<file path="src/rtl/crc_pkg.sv">
// Shared constants and types for the CRC-32 FCS insertion block.
package crc_pkg;

  localparam int unsigned DATA_WIDTH = 32;
  localparam int unsigned CRC_WIDTH  = 32;
  localparam logic [31:0] CRC_INIT   = 32'hFFFF_FFFF;
  // Reflected form of 0x04C11DB7; bytes enter LSB first.
  localparam logic [31:0] CRC_POLY   = 32'hEDB8_8320;

  typedef enum logic [1:0] {StIdle, StData, StTail} fcs_state_t;

  typedef struct packed {
    logic [DATA_WIDTH-1:0]   data_word;
    logic [DATA_WIDTH/8-1:0] data_valid;
    logic                    last;
  } crc_word_t;

endpackage

</file>
<file path="src/rtl/crc32.sv">
// Combinational CRC-32 update over the enabled bytes of one word, byte 0 first.
module crc32 #(
  parameter int unsigned DATA_WIDTH = 32,
  parameter int unsigned CRC_WIDTH  = 32
) (
  input  logic [DATA_WIDTH-1:0]   i_data,
  input  logic [DATA_WIDTH/8-1:0] i_data_valid,
  input  logic [CRC_WIDTH-1:0]    i_crc_state,
  output logic [CRC_WIDTH-1:0]    o_crc
);

  always_comb begin
    logic [CRC_WIDTH-1:0] c;
    c = i_crc_state;
    for (int b = 0; b < int'(DATA_WIDTH / 8); b++) begin
      if (i_data_valid[b]) begin
        c = c ^ CRC_WIDTH'(i_data[8*b +: 8]);
        for (int k = 0; k < 8; k++) begin
          c = c[0] ? ((c >> 1) ^ CRC_WIDTH'(crc_pkg::CRC_POLY)) : (c >> 1);
        end
      end
    end
    o_crc = c;
  end

endmodule

</file>
<file path="src/rtl/crc32_fcs_ctrl.sv">
// AXI-Stream FCS inserter: forwards frame beats through one register stage and
// appends the inverted CRC-32, packing it into spare lanes of the last beat.
module crc32_fcs_ctrl
  import crc_pkg::*;
#(
  parameter int unsigned DATA_WIDTH = 32,
  parameter int unsigned CRC_WIDTH  = 32
) (
  input  logic                    i_clk,
  input  logic                    i_reset_n,
  input  logic [DATA_WIDTH-1:0]   s_axis_tdata,
  input  logic [DATA_WIDTH/8-1:0] s_axis_tkeep,
  input  logic                    s_axis_tvalid,
  input  logic                    s_axis_tlast,
  output logic                    s_axis_tready,
  output logic [DATA_WIDTH-1:0]   m_axis_tdata,
  output logic [DATA_WIDTH/8-1:0] m_axis_tkeep,
  output logic                    m_axis_tvalid,
  output logic                    m_axis_tlast,
  input  logic                    m_axis_tready,
  output logic                    o_keep_err
);

  localparam int unsigned KEEP_WIDTH = DATA_WIDTH / 8;

  fcs_state_t                state_q;
  logic [CRC_WIDTH-1:0]      crc_q;
  logic [CRC_WIDTH-1:0]      crc_next;
  logic [CRC_WIDTH-1:0]      fcs;
  logic                      ready_en_q;
  logic                      tail_out_q;
  logic [DATA_WIDTH-1:0]     tail_data_q;
  logic [KEEP_WIDTH-1:0]     tail_keep_q;
  logic [2*DATA_WIDTH-1:0]   merged;
  logic                      keep_legal;
  logic                      s_acc;
  logic                      m_cons;
  crc_word_t                 beat;

  always_comb begin
    keep_legal = (s_axis_tkeep == 4'b1111) ||
                 (s_axis_tlast && (s_axis_tkeep inside {4'b0001, 4'b0011, 4'b0111}));
    beat.data_word = s_axis_tdata;
    beat.last      = s_axis_tlast;
    if (keep_legal) begin
      beat.data_valid = s_axis_tkeep;
    end else if (s_axis_tlast && (s_axis_tkeep == 4'b0000)) begin
      beat.data_valid = 4'b0001;
    end else begin
      beat.data_valid = 4'b1111;
    end
  end

  crc32 #(
    .DATA_WIDTH (DATA_WIDTH),
    .CRC_WIDTH  (CRC_WIDTH)
  ) u_crc32 (
    .i_data       (beat.data_word),
    .i_data_valid (beat.data_valid),
    .i_crc_state  (crc_q),
    .o_crc        (crc_next)
  );

  assign fcs = ~crc_next;

  // Low word is the last output beat, high word the tail beat.
  always_comb begin
    case (beat.data_valid)
      4'b0001: merged = {24'h0, fcs, beat.data_word[7:0]};
      4'b0011: merged = {16'h0, fcs, beat.data_word[15:0]};
      4'b0111: merged = {8'h0, fcs, beat.data_word[23:0]};
      default: merged = {fcs, beat.data_word};
    endcase
  end

  // Once the tail beat itself sits in the output register, a consuming cycle
  // frees the register for the next frame's first beat.
  assign s_axis_tready = ready_en_q && ((state_q != StTail) || tail_out_q) &&
                         (!m_axis_tvalid || m_axis_tready);
  assign s_acc  = s_axis_tvalid && s_axis_tready;
  assign m_cons = m_axis_tvalid && m_axis_tready;

  always_ff @(posedge i_clk or negedge i_reset_n) begin
    if (!i_reset_n) begin
      state_q       <= StIdle;
      crc_q         <= CRC_INIT;
      ready_en_q    <= 1'b0;
      tail_out_q    <= 1'b0;
      tail_data_q   <= '0;
      tail_keep_q   <= '0;
      m_axis_tdata  <= '0;
      m_axis_tkeep  <= '0;
      m_axis_tvalid <= 1'b0;
      m_axis_tlast  <= 1'b0;
      o_keep_err    <= 1'b0;
    end else begin
      ready_en_q <= 1'b1;
      o_keep_err <= s_acc && !keep_legal;
      if (s_acc) begin
        m_axis_tvalid <= 1'b1;
        m_axis_tkeep  <= '1;
        m_axis_tlast  <= 1'b0;
        tail_out_q    <= 1'b0;
        if (beat.last) begin
          crc_q        <= CRC_INIT;
          m_axis_tdata <= merged[DATA_WIDTH-1:0];
          tail_data_q  <= merged[2*DATA_WIDTH-1:DATA_WIDTH];
          tail_keep_q  <= beat.data_valid;
          state_q      <= StTail;
        end else begin
          crc_q        <= crc_next;
          m_axis_tdata <= beat.data_word;
          state_q      <= StData;
        end
      end else if ((state_q == StTail) && !tail_out_q && (!m_axis_tvalid || m_axis_tready)) begin
        m_axis_tvalid <= 1'b1;
        m_axis_tdata  <= tail_data_q;
        m_axis_tkeep  <= tail_keep_q;
        m_axis_tlast  <= 1'b1;
        tail_out_q    <= 1'b1;
      end else if (m_cons) begin
        m_axis_tvalid <= 1'b0;
        if ((state_q == StTail) && tail_out_q) begin
          state_q    <= StIdle;
          tail_out_q <= 1'b0;
        end
      end
    end
  end

endmodule

</file>
<file path="config.mk">
export PLATFORM = sky130hd
export DESIGN_NAME = crc32_fcs_ctrl
export DESIGN_NICKNAME = d
export VERILOG_FILES = /design/src/rtl/crc_pkg.sv /design/src/rtl/crc32.sv /design/src/rtl/crc32_fcs_ctrl.sv
export SDC_FILE = /design/constraint.sdc
export NUM_CORES = 1
export LEC_CHECK = 0
export ABC_CLOCK_PERIOD_IN_PS = 4450
export CAP_MARGIN = 20
export CORE_MARGIN = 2
export CORE_UTILIZATION = 50
export DETAILED_ROUTE_END_ITERATION = 8
export PLACE_DENSITY = 0.73
export SLEW_MARGIN = 20
export SYNTH_ARGS = -nofsm -noshare
export SYNTH_HDL_FRONTEND = slang
export SYNTH_SLANG_ARGS = --single-unit
export TNS_END_PERCENT = 1
</file>
<file path="constraint.sdc">
create_clock -name i_clk -period 4.45 [get_ports i_clk]
set_input_delay 0.6675 -clock i_clk [delete_from_list [all_inputs] [get_ports i_clk]]
set_output_delay 0.6675 -clock i_clk [all_outputs]
set_load 0.05 [all_outputs]
</file>
==> results by group <==
Outcome
  • Status: finished, violations left
  • Violations in the final reports: negative setup slack

Drt
  • Routed WL per cell: approximately 25 µm
  • Detailed-route via count: 9,643
  • ANT nets after route: 0
  • DRT Pass-1 Iters: 5
  • Final WL: 40,500 µm
  • Via/cell ratio: around 6
  • # DRC: 0
  • Iter 0 DRT Violations: around 1,100

Floorplanning
  • Rows: 50
  • Core footprint: 18,800 µm²
  • DIE HEIGHT: ~140 µm
  • I/O pins: a little over 80
  • DIE AREA: ~20,000 µm²
  • Die Wd: between 100 and 150 µm
  • Initial Utilization: 0.510

Worst hold path
  • Hold crit path type: in2async

Clocking
  • Clock Tree Buf Depth: 2
  • Clock Tree Root: clkbuf_16
  • Latest clock arrival within the worst-skew pair: roughly 0.36 ns
  • Clock Sinks: 111
  • Cts bufs inserted: 9
  • H-tree Lvls: 3
  • CTS tree: yes
  • Reg clk slew, reported paths: approximately 0.090 ns

Timing
  • Hold Vio Cnt, Final: 0
  • # setup viols final: 50
  • Fin crit period: around 4.8 ns
  • Final period utilization: 1.07
  • Rel. slew slack: 0.501
  • Slew @ Worst Pin: roughly 0.75 ns
  • Clock Skew: 0.0117 ns
  • Max Freq: 210 MHz
  • RSZ-0062 raised after global routing: yes
  • WHS: between 0.3 and 0.4 ns
  • Final setup margin: -0.313 ns
  • Final max-slew violation count: 0

Yosys
  • Main flop type after synthesis: dfrtp_1
  • Mean post-synth cell area: a little under 10 µm²
  • Syn_nets: 1,028
  • Post-synthesis sequential area ratio: 0.295
  • Post-Synthesis Cells: between 900 and 1,000
  • Most instantiated cells after synthesis: xnor2_1 (151), nor2_1 (112), nand2_1 (96), dfrtp_1 (79), a21oi_1 (73)
  • Synth area leaders: dfrtp_1 (21%), xnor2_1 (14%), dfstp_2 (8.8%), xor2_1 (5.7%), xnor3_1 (5.2%)
  • Post-synth EDFFs: 0
  • Post-synth top area share: 0.207
  • Cell area after synthesis: about 9600 µm²
  • Distinct cells, synth: between 60 and 70
  • Largest area contributor in the netlist: dfrtp_1
  • Asr flop ratio synth: 1.00
  • Leading cell type by number of instances after synthesis: xnor2_1
  • Synth Register Bits: about 110
  • Ys Warns: 0

Critical path
  • Required time worst endpoint: approximately 4.7 ns
  • Crit path launch: s_axis_tdata[12]
  • Critical path launch point type: input pin
  • R2R Setup Slk: -0.22 ns
  • RR Startpoint: crc_q[7]
  • Worst-path maximum fanout: 5
  • Crit end category: flip-flop
  • CP Data Arrival Time: 5.01 ns
  • Crit Path Class: in2reg

Global routing
  • Vias in the first global route: 9,436
  • Initial antenna violation count: 0
  • First-pass GRT wire length: 59,300 µm
  • GRT overflow: 0
  • Largest net degree at the start of global routing: 65
  • GRT Util Overall: 0.406

Layout
  • Area Overhead vs Synth: 49.1%
  • Diodes inserted: 0
  • FILL cells: 1,340
  • Nets: ~1,400
  • Layout cells sized above 1: 0.401

Place
  • Gpl congestion: 1.06
  • HPWL Detailed: 31,400 µm
  • Port bufs: 80

Run
  • Max-Cap Viols: 0
## sequential cells by signal (all words and copies together) (netlist names)
name           count
ready_en_q         1
tail_out_q         1
crc_q             32
o_keep_err         1
m_axis_tkeep       4
m_axis_tlast       1
tail_data_q       32
m_axis_tvalid      1
state_q            2
tail_keep_q        4
m_axis_tdata      32
## critical path: stages
cell	delay [ns]
clkdlybuf4s50_1	0.51
xnor2_1	0.14
xnor3_2	0.45
buf_4	0.17
xnor2_4	0.21
xnor3_2	0.32
a21oi_4	0.20
xnor2_2	0.19
buf_4	0.19
xor2_1	0.17
xnor2_1	0.11
a21oi_2	0.28
xnor2_4	0.20
buf_6	0.20
xor2_2	0.23
nor2_2	0.09
a211oi_2	0.42
buf_4	0.18
o21ai_1	0.05
## metrics by stage
stage	cells	setup slack, ns	utilization	cell area, µm²	setup TNS, ns
detailed placement	1572	-1.24	0.697	13100	-47.63
finish	1619	-0.313	0.760	14300	-5.18
CTS	1615	-0.293	0.748	14000	-6.36
global placement	1572	-1.30	0.697	13100	-46.30
floorplan	987	-0.260	-	9690	-2.48
global route	1619	-0.375	0.760	14300	-10.70
## per-layer routing
| layer | track usage | vias up | share of wire |
|---|---|---|---|
| li1 | - | 4197 | - |
| met1 | 0.554 | 4687 | 0.39 |
| met2 | 0.633 | 613 | 0.45 |
| met3 | 0.0461 | 146 | 0.089 |
| met4 | 0.229 | 0 | 0.073 |
| met5 | 0 | - | 0 |
## worst paths after layout
kind / endpoint / cells after the start
min in group i_clk: m_axis_tdata[1] / 2
hold reg to reg: m_axis_tdata[1] / 2
setup reg to reg: tail_data_q[2] / 18
max in group asynchronous: crc_q[15] / 2
setup / recovery: tail_data_q[2] / 19
hold / removal: m_axis_tdata[3] / 1
## final cells by class
class / count / area [µm²] / area share
repair buffers: 436 / 3570 / 0.250
multi-input cells: 817 / 7240 / 0.508
flip-flops and latches: 111 / 2820 / 0.198
clock inverters: 7 / 95.1 / 0.00667
clock buffers: 9 / 225 / 0.0158
inverters: 5 / 18.8 / 0.00132
well taps: 234 / 293 / 0.0205
## cell families after synthesis
group           synth area share
flops                      0.295
xor+xnor                   0.382
buf+inv                   0.0241
other cells             0.000392
mux                       0.0254
compound gates             0.169
simple gates               0.105
## placed cells by master (no fill, tap or decap), types with 5 or more instances in the layout
cell	netlist	routed
a21oi_1	73	68
a21oi_2	2	6
a221oi_1	11	6
a22o_1	8	8
a22oi_1	19	19
a31oi_1	9	9
buf_4	0	340
buf_6	1	11
clkbuf_16	0	9
clkdlybuf4s50_1	0	67
dfrtp_1	79	79
dfstp_2	32	32
dlygate4sd2_1	0	8
inv_1	5	5
mux2i_1	17	15
nand2_1	96	95
nand2b_1	7	7
nand3_1	5	5
nor2_1	112	107
nor2_2	0	5
nor3_1	8	7
o211ai_1	7	7
o21ai_0	57	52
o21ai_1	13	16
o22a_1	8	8
xnor2_1	151	124
xnor2_2	19	31
xnor2_4	12	27
xnor3_1	22	16
xnor3_2	8	14
xor2_1	62	47
xor2_2	9	20
xor3_1	11	8
## what timing repair did
| item | CTS | global route |
|---|---|---|
| pin swaps | 63 | 25 |
| resized for setup | 80 | 36 |
| endpoints found under the setup margin | 65 | 59 |
| hold buffers | 0 | 0 |
| setup buffers | 27 | 4 |
Power is not shown: default switching activity piles up to over one toggle a cycle in this logic, so the estimate is an artifact.
